==> src/rtl/alu_mdu_if.sv <==
// Request/response bundle between the EX-stage issue logic and the ALU/MDU.
// The master issues operations and consumes results; the slave is the unit.
interface alu_mdu_if #(
  parameter int XLEN = 32
);
  logic            flush;
  logic            in_valid;
  logic            in_ready;
  logic [4:0]      alu_fn;
  logic            btype;
  logic            bneq;
  logic [XLEN-1:0] operandA;
  logic [XLEN-1:0] operandB;
  logic            out_valid;
  logic            out_ready;
  logic [XLEN-1:0] result;
  logic            btaken;

  modport master (
    output flush, in_valid, alu_fn, btype, bneq, operandA, operandB, out_ready,
    input  in_ready, out_valid, result, btaken
  );

  modport slave (
    input  flush, in_valid, alu_fn, btype, bneq, operandA, operandB, out_ready,
    output in_ready, out_valid, result, btaken
  );
endinterface

==> src/rtl/alu_mdu_seq.sv <==
// Sequential ALU with RV-M multiply/divide and branch-taken evaluation.
// Base ops, multiplies and divide special cases finish in one cycle; regular
// divides run a restoring radix-2 loop on magnitudes, one bit per cycle.
module alu_mdu_seq #(
  parameter int XLEN = 32,
  parameter int SHW  = $clog2(XLEN)
) (
  input logic      clk,
  input logic      rst,
  alu_mdu_if.slave bus
);

  typedef enum logic [1:0] {IDLE, DIV, DONE} state_t;

  localparam logic [3:0] OP_ADD  = 4'b0000;
  localparam logic [3:0] OP_SLL  = 4'b0001;
  localparam logic [3:0] OP_SLT  = 4'b0010;
  localparam logic [3:0] OP_SLTU = 4'b0011;
  localparam logic [3:0] OP_XOR  = 4'b0100;
  localparam logic [3:0] OP_SRL  = 4'b0101;
  localparam logic [3:0] OP_OR   = 4'b0110;
  localparam logic [3:0] OP_AND  = 4'b0111;
  localparam logic [3:0] OP_SUB  = 4'b1000;
  localparam logic [3:0] OP_SGT  = 4'b1001;
  localparam logic [3:0] OP_SGTU = 4'b1010;
  localparam logic [3:0] OP_SRA  = 4'b1101;

  localparam logic [XLEN-1:0] XMIN = {1'b1, {(XLEN-1){1'b0}}};

  // Two's-complement negate when n is set.
  function automatic logic [XLEN-1:0] cond_neg(input logic [XLEN-1:0] x, input logic n);
    return n ? (~x + 1'b1) : x;
  endfunction

  state_t state, state_n;

  logic [XLEN-1:0] a, b;
  logic [4:0]      fn;
  logic [SHW-1:0]  shamt;
  logic            lt, ltu, gt, gtu, eq;

  assign a     = bus.operandA;
  assign b     = bus.operandB;
  assign fn    = bus.alu_fn;
  assign shamt = b[SHW-1:0];
  assign lt    = $signed(a) < $signed(b);
  assign ltu   = a < b;
  assign gt    = $signed(a) > $signed(b);
  assign gtu   = a > b;
  assign eq    = (a == b);

  logic [XLEN-1:0] base_res;
  logic            base_bt;

  // Base ALU result and branch condition from the live request operands.
  always_comb begin
    base_res = '0;
    base_bt  = 1'b0;
    case (fn[3:0])
      OP_ADD:  base_res = a + b;
      OP_SLL:  base_res = a << shamt;
      OP_SLT:  base_res = {{(XLEN-1){1'b0}}, lt};
      OP_SLTU: base_res = {{(XLEN-1){1'b0}}, ltu};
      OP_XOR:  base_res = a ^ b;
      OP_SRL:  base_res = a >> shamt;
      OP_OR:   base_res = a | b;
      OP_AND:  base_res = a & b;
      OP_SUB:  base_res = a - b;
      OP_SGT:  base_res = {{(XLEN-1){1'b0}}, gt};
      OP_SGTU: base_res = {{(XLEN-1){1'b0}}, gtu};
      OP_SRA:  base_res = $signed(a) >>> shamt;
      default: base_res = '0;
    endcase
    if (bus.btype) begin
      case (fn[3:0])
        OP_SUB:  base_bt = bus.bneq ? ~eq : eq;
        OP_SLT:  base_bt = lt;
        OP_SLTU: base_bt = ltu;
        OP_SGT:  base_bt = gt | eq;
        OP_SGTU: base_bt = gtu | eq;
        default: base_bt = 1'b0;
      endcase
    end
  end

  logic                   mul_a_sgn, mul_b_sgn;
  logic signed [2*XLEN-1:0] mul_a, mul_b, prod;
  logic [XLEN-1:0]        mul_res;

  // Full-width product; operand signedness picked by MULH/MULHSU/MULHU.
  always_comb begin
    mul_a_sgn = (fn[1:0] == 2'b01) | (fn[1:0] == 2'b10);
    mul_b_sgn = (fn[1:0] == 2'b01);
    mul_a     = {{XLEN{mul_a_sgn & a[XLEN-1]}}, a};
    mul_b     = {{XLEN{mul_b_sgn & b[XLEN-1]}}, b};
    prod      = mul_a * mul_b;
    mul_res   = (fn[1:0] == 2'b00) ? prod[XLEN-1:0] : prod[2*XLEN-1:XLEN];
  end

  logic div_sgn, div_rem, div_zero, div_ovf, go_div;
  logic [XLEN-1:0] single_res;
  logic            single_bt;

  assign div_sgn  = ~fn[0];
  assign div_rem  = fn[1];
  assign div_zero = (b == '0);
  assign div_ovf  = div_sgn & (a == XMIN) & (b == '1);
  assign go_div   = fn[4] & ~fn[3] & fn[2] & ~div_zero & ~div_ovf;

  // Result of every op that completes in the cycle after accept.
  always_comb begin
    single_res = '0;
    if (!fn[4])
      single_res = base_res;
    else if (fn[3])
      single_res = '0;
    else if (!fn[2])
      single_res = mul_res;
    else if (div_zero)
      single_res = div_rem ? a : '1;
    else
      single_res = div_rem ? '0 : a;
  end
  assign single_bt = ~fn[4] & base_bt;

  logic [XLEN-1:0] quo_p1, rem_p1, dvs_p1;
  logic            negq_p1, negr_p1, isrem_p1;
  logic [SHW-1:0]  cnt_p1;
  logic [XLEN:0]   shifted, trial;
  logic [XLEN-1:0] nquo, nrem, div_res;

  // One restoring step plus the sign fix-up applied on the final step.
  always_comb begin
    shifted = {rem_p1, quo_p1[XLEN-1]};
    trial   = shifted - {1'b0, dvs_p1};
    if (trial[XLEN]) begin
      nrem = shifted[XLEN-1:0];
      nquo = {quo_p1[XLEN-2:0], 1'b0};
    end else begin
      nrem = trial[XLEN-1:0];
      nquo = {quo_p1[XLEN-2:0], 1'b1};
    end
    div_res = isrem_p1 ? cond_neg(nrem, negr_p1) : cond_neg(nquo, negq_p1);
  end

  logic ready, acc, fin;

  // Next-state and handshake decode; flush overrides any accept.
  always_comb begin
    state_n = state;
    ready   = 1'b0;
    fin     = 1'b0;
    case (state)
      IDLE: ready = 1'b1;
      DIV: begin
        if (cnt_p1 == SHW'(XLEN-1)) begin
          fin     = 1'b1;
          state_n = DONE;
        end
      end
      DONE: begin
        ready = bus.out_ready;
        if (bus.out_ready) state_n = IDLE;
      end
      default: state_n = IDLE;
    endcase
    acc = bus.in_valid & ready & ~bus.flush;
    if (acc) state_n = go_div ? DIV : DONE;
    if (bus.flush) begin
      state_n = IDLE;
      fin     = 1'b0;
    end
  end

  assign bus.in_ready  = ready;
  assign bus.out_valid = (state == DONE);

  // Control state and divide iteration counter.
  always_ff @(posedge clk) begin
    if (rst) begin
      state  <= IDLE;
      cnt_p1 <= '0;
    end else begin
      state <= state_n;
      if (acc)
        cnt_p1 <= '0;
      else if (state == DIV)
        cnt_p1 <= cnt_p1 + 1'b1;
    end
  end

  // ---- stage p1: divider operands captured at accept, then iterated ----
  always_ff @(posedge clk) begin
    if (acc) begin
      quo_p1   <= cond_neg(a, div_sgn & a[XLEN-1]);
      dvs_p1   <= cond_neg(b, div_sgn & b[XLEN-1]);
      rem_p1   <= '0;
      negq_p1  <= div_sgn & (a[XLEN-1] ^ b[XLEN-1]);
      negr_p1  <= div_sgn & a[XLEN-1];
      isrem_p1 <= div_rem;
    end else if (state == DIV) begin
      quo_p1 <= nquo;
      rem_p1 <= nrem;
    end
  end

  // ---- output register: single-cycle result at accept, divide at finish ----
  always_ff @(posedge clk) begin
    if (rst) begin
      bus.result <= '0;
      bus.btaken <= 1'b0;
    end else if (acc && !go_div) begin
      bus.result <= single_res;
      bus.btaken <= single_bt;
    end else if (fin) begin
      bus.result <= div_res;
      bus.btaken <= 1'b0;
    end
  end

endmodule
==> src/flat_wrapper.sv <==
// flat-port wrapper written by rule: the top's interface ports become plain ports
module alu_mdu_seq_flat 
#(
  parameter int XLEN = 32,
  parameter int SHW  = $clog2(XLEN)
)
  (clk, rst, bus_flush, bus_in_valid, bus_alu_fn, bus_btype, bus_bneq, bus_operandA, bus_operandB, bus_out_ready, bus_in_ready, bus_out_valid, bus_result, bus_btaken);
  alu_mdu_if #(.XLEN(XLEN)) bus_i ();
  input logic clk;
  input logic rst;
  input wire logic [$bits(bus_i.flush)-1:0] bus_flush;
  input wire logic [$bits(bus_i.in_valid)-1:0] bus_in_valid;
  input wire logic [$bits(bus_i.alu_fn)-1:0] bus_alu_fn;
  input wire logic [$bits(bus_i.btype)-1:0] bus_btype;
  input wire logic [$bits(bus_i.bneq)-1:0] bus_bneq;
  input wire logic [$bits(bus_i.operandA)-1:0] bus_operandA;
  input wire logic [$bits(bus_i.operandB)-1:0] bus_operandB;
  input wire logic [$bits(bus_i.out_ready)-1:0] bus_out_ready;
  output wire logic [$bits(bus_i.in_ready)-1:0] bus_in_ready;
  output wire logic [$bits(bus_i.out_valid)-1:0] bus_out_valid;
  output wire logic [$bits(bus_i.result)-1:0] bus_result;
  output wire logic [$bits(bus_i.btaken)-1:0] bus_btaken;
  assign bus_i.flush = bus_flush;
  assign bus_i.in_valid = bus_in_valid;
  assign bus_i.alu_fn = bus_alu_fn;
  assign bus_i.btype = bus_btype;
  assign bus_i.bneq = bus_bneq;
  assign bus_i.operandA = bus_operandA;
  assign bus_i.operandB = bus_operandB;
  assign bus_i.out_ready = bus_out_ready;
  assign bus_in_ready = bus_i.in_ready;
  assign bus_out_valid = bus_i.out_valid;
  assign bus_result = bus_i.result;
  assign bus_btaken = bus_i.btaken;
  alu_mdu_seq #(.XLEN(XLEN), .SHW(SHW)) u_core (.clk(clk), .rst(rst), .bus(bus_i));
endmodule
==> config.mk <==
export PLATFORM = sky130hd
export DESIGN_NAME = alu_mdu_seq_flat
export DESIGN_NICKNAME = d
export VERILOG_FILES = /design/src/rtl/alu_mdu_if.sv /design/src/rtl/alu_mdu_seq.sv /design/src/flat_wrapper.sv
export SDC_FILE = /design/constraint.sdc
export NUM_CORES = 2
export LEC_CHECK = 0
export CORE_MARGIN = 2
export CORE_UTILIZATION = 40
export DETAILED_ROUTE_END_ITERATION = 7
export GPL_TIMING_DRIVEN = 0
export SLEW_MARGIN = 20
export SYNTH_ARGS = -nofsm -noshare
export SYNTH_HDL_FRONTEND = slang
export SYNTH_SLANG_ARGS = --single-unit
==> constraint.sdc <==
create_clock -name clk -period 32.9 [get_ports clk]
set_clock_uncertainty 0.2 [all_clocks]
set_input_delay 6.58 -clock clk [delete_from_list [all_inputs] [get_ports clk]]
set_output_delay 6.58 -clock clk [all_outputs]
set_load 0.03 [all_outputs]
* Word level (Yosys, flattened, before mapping)
Cells that the tools add are included.
Storage, ports and cells: flip-flop bits (word level) 139, bits of input ports 76, output and inout port bits 35, logic and storage cells 124
Cells by class: add/subtract/negate cells 8, multiply operators 1, magnitude comparators 4, eq/ne operators 22, shift-type cells 3, muxes and demuxes 33, bitwise logic cells 32, reductions and logical operators 11
Operators with widths (count):
- $mux 32 | 17
- $pmux 32 s12 | 1
- $add 32x1->32 const B | 4
- $not 32->32 | 4
- $eq 32x32->1 const B | 2
- $gt 32x32->1 | 2
- $lt 32x32->1 | 2
- $mul 33x33->64 | 1
- $sub 33x32->33 | 1
- $add 32x32->32 | 1
- $and 32x32->32 | 1
- $eq 32x32->1 | 1
- $logic_not 32->1 | 1
- $or 32x32->32 | 1
- $shl 32x5->32 | 1
- $shr 32x5->32 | 1
- $sshr 32x5->32 | 1
- $sub 32x32->32 | 1
- $xor 32x32->32 | 1
- $eq 4x3->1 const B | 4
- $eq 4x4->1 const B | 4
- $and 1x1->1 | 14
- $eq 4x2->1 const B | 2
- $mux 1 | 8
- 22 further kinds | 38

* Longest topological paths before layout
depth in word-level cells 9, depth in mapped cells 36, gate-level depth less buffers 32

* Worst setup path before layout
No wires, ideal clock.
path type input to register, start input bus_operandB[0], end register u_core.bus.result[29], setup time 143 ps, arrival 15512 ps, data required time 32557 ps, setup slack 17045 ps, cell stages on the path 35, cell sequence clkbuf_1 > buf_1 > buf_1 > buf_2 > clkbuf_1 > nand3_1 > inv_1 > fa_1 > inv_1 > fa_1 > inv_1 > fa_1 > inv_1 > fa_1 > inv_1 > fa_1 > fa_1 > fa_1 > inv_1 > fa_1 > inv_1 > ha_1 > clkbuf_1 > a21o_1 > nand3_1 > nand2_1 > a21oi_1 > nand2_1 > a21o_1 > a21oi_1 > nor3_1 > a2111oi_0 > o311ai_1 > a211oi_1 > a211oi_1
On the way: longest elaborated chain between the ends 7, elaborated cells on any way between the ends 23, those cells by class 2 x add/sub; 1 x mul; 1 x eq/ne; 3 x shift; 7 x mux; 5 x bitwise; 4 x reduce/logical
RTL lines:
- start, declared | line flat_wrapper.sv:17 | input wire logic [$bits(bus_i.operandB)-1:0] bus_operandB;
- branches (longest 7 deep; another with $mul 33x33->64)
- end signal, assigned | line alu_mdu_seq.sv:213 | bus.result <= single_res;
- end signal, assigned | line alu_mdu_seq.sv:216 | bus.result <= div_res;
- end, declared | line alu_mdu_if.sv:26 | output in_ready, out_valid, result, btaken
Parallel ways; which one is timed is not known. A chain may end at the register's enable or synchronous reset.

* Final worst setup path
start input bus_operandB[3], end register u_core.bus.result[22]
The elaborated chain is that of the path after synthesis.

==> impl_metrics.json <==
{
  "status": "completed",
  "finalSetupTns_ns": 0,
  "crit_path_max_incr_delay_ns": 0.97,
  "synth_most_common_cell": "inv_1",
  "rsz0062_at_grt": "false",
  "io_buffers": 110,
  "multi_input_area_mm2": 0.0475,
  "htreeDepth": 4,
  "cts_buffers": 17,
  "clockRootBuffer": "clkbuf_16",
  "ys.flop_type": "dfxtp_1",
  "maxSlewHeadroom_pct": 9.16,
  "r2r_start": "u_core.quo_p1[31]",
  "drcViolationCount": 0,
  "antenna_found_initial": 41,
  "finalWorstPathRequiredPeriod_ns": 20.91,
  "hp-class": "flop to flop",
  "ff_latch_area_mm2": 0.00345,
  "tightest_slew_ns": 1.33,
  "cts.sinks": 139,
  "synthTopCellsByCount": "inv_1, fa_1, nand2_1",
  "ys_seq_area_share_pct": 5.99,
  "gp_congestion": 1.11,
  "grt_max_degree": 45,
  "syn2layout_area_growth_pct": 8.29,
  "io-pin-count": 111,
  "grt_pass1_vias": 56375,
  "drt-initial-drc-count": 7446,
  "end_kind": "flop",
  "slowest_stage": "clkbuf_1",
  "netlist_area_mm2": 0.0577,
  "holdWs_ns": 0.286,
  "critPathLaunch": "bus_operandB[3]",
  "cts_setup_buffers": 0,
  "crit_fanout": 10,
  "fillerInstances": 14803,
  "syn-num-nets": 8609,
  "cp.arrival_ns": 20.98,
  "die-area_mm2": 0.147,
  "synthCells": 7053,
  "start_util_pct": 40.3,
  "yosys.cell_types.count": 96,
  "cts_tree": "built",
  "wl_um": 346000,
  "cts.repair.resized": 0,
  "synth-edff-count": 67,
  "track_usage_pct": 46.9,
  "clk_pin_slew_ns": 0.07,
  "grt_overflow_total": 0,
  "async_flop_share_pct": 0,
  "synth_top_area_share_pct": 39.1,
  "ys_ff_latch": 139,
  "clk_latency_ns": 0.44,
  "criticalPathCategory": "input port to flop",
  "start_kind": "input port",
  "syn_avg_cell_area_um2": 8.18,
  "avgRoutedWirePerCell_um": 37.8,
  "crit_required_ns": 32.97,
  "row_count": 139,
  "cts_hold_buf": 0,
  "vias_per_cell": 6.21,
  "nets": 8763,
  "finalSetupViolCount": 0,
  "hp-start": "u_core.bus.result[25]",
  "die_h_um": 384,
  "grt_first_pass_wirelength_um": 471000,
  "yosys.area.top_type": "fa_1",
  "vias": 56888,
  "hold_violations": 0,
  "yosysWarnings": 0,
  "first_pass_iters": 6,
  "ant_nets": 0,
  "cap_violations": 0,
  "finalCritPeriodShare_pct": 63.6,
  "core_area_mm2": 0.143,
  "hpwl_um": 291000,
  "clock_path_buffers": 2,
  "drive_gt1_share_pct": 3.99,
  "critPathMostFrequentCell": "fa_1",
  "synth_area_leaders": "fa_1, inv_1, ha_1",
  "drv_slew": 0,
  "fmax_mhz": 47.8,
  "die_w_um": 384
}
-- cell families after synthesis --
group | after synthesis | synth area share, %
AND/OR/NAND/NOR | 2075 | 15.2
buffers and inverters | 1819 | 11.9
adder cells (fa/ha/maj) | 1481 | 46.8
AO/OA/AOI/OAI | 1192 | 13.6
XOR/XNOR | 212 | 3.22
flip-flops | 139 | 5.99
multiplexers | 135 | 3.37
-- layer usage --
layer	up-vias	part of all wire, %	wire length, um	global-route usage (%)
met2	3982	41	141000	66.8
met1	29100	38	133000	60.0
li1	22723	-	-	-
met4	22	8.8	30400	32.8
met3	1061	12	41400	15.3
met5	-	0.041	142	0
-- worst max-delay path, delay by kind of cell --
family | cells | cell delay [ns]
AO/OA/AOI/OAI | 6 | 2.79
XOR/XNOR | 1 | 0.23
adder cells (fa/ha/maj) | 9 | 4.09
buffers and inverters | 12 | 6.06
AND/OR/NAND/NOR | 5 | 1.18
-- path summary, 6_finish.rpt --
check / endpoint / slack, ns / cells after the start
worst min-delay path: u_core.bus.result[25] / 0.29 / 2
worst max-delay path: u_core.bus.result[22] / 11.99 / 33
worst max register to register: u_core.bus.result[30] / 25.85 / 24
worst min register to register: u_core.bus.result[25] / 0.29 / 2
-- registers in the layout, indices dropped and copies added (netlist names) --
signal and flops:
u_core.negq_p1 1, u_core.bus.result 32, u_core.cnt_p1 5, u_core.isrem_p1 1, u_core.bus.btaken 1, u_core.rem_p1 32, u_core.quo_p1 32, u_core.negr_p1 1
u_core.state 2, u_core.dvs_p1 32
-- stage by stage --
step | area [um2] | util (%) | setup slack (ns) | std cells
floorplan | 57700 | - | 17.05 | 7053
global placement | 61200 | 42.7 | 11.50 | 9066
detailed placement | 61800 | 43.1 | 12.10 | 9088
CTS | 62300 | 43.5 | 12.52 | 9120
global route | 62400 | 43.5 | 12.10 | 9127
finish | 62500 | 43.6 | 11.99 | 9154
-- final cells by class --
class | instances | area share [%]
inverter | 1380 | 8.29
buffer | 439 | 2.87
clock buffer | 18 | 0.687
timing repair buffer | 135 | 2.51
tap | 1903 | 3.81
sequential | 139 | 5.53
clock inverter | 14 | 0.204
multi-input combinational | 5095 | 76.0
antenna | 31 | 0.124
-- cells in the final DEF, fill, tap and decap left out, types with 23 or more instances in the layout --
| cell | instances |
|---|---|
| and3_1 | 32 |
| mux2i_1 | 74 |
| xnor2_1 | 151 |
| nand2b_1 | 35 |
| a21oi_1 | 300 |
| clkdlybuf4s50_1 | 109 |
| and2_1 | 24 |
| o211ai_1 | 30 |
| fa_1 | 1127 |
| nand3_1 | 58 |
| diode_2 | 31 |
| buf_1 | 83 |
| ha_1 | 352 |
| o22ai_1 | 28 |
| nand2_1 | 1070 |
| o21a_1 | 29 |
| edfxtp_1 | 67 |
| o31ai_1 | 44 |
| clkinv_1 | 23 |
| nor3_1 | 89 |
| o21bai_1 | 29 |
| mux4_2 | 46 |
| a31oi_1 | 53 |
| clkbuf_1 | 254 |
| nor2_1 | 579 |
| o21ai_0 | 266 |
| or3_1 | 25 |
| dfxtp_1 | 72 |
| nor4_1 | 26 |
| nand4_1 | 46 |
| o221ai_1 | 39 |
| inv_1 | 1346 |
| a211oi_1 | 56 |
| clkbuf_2 | 70 |
| buf_2 | 32 |
| a21o_1 | 64 |
| a221oi_1 | 25 |
| xor2_1 | 60 |
Power is not shown: default switching activity piles up to over one toggle a cycle in this logic, so the estimate is an artifact.
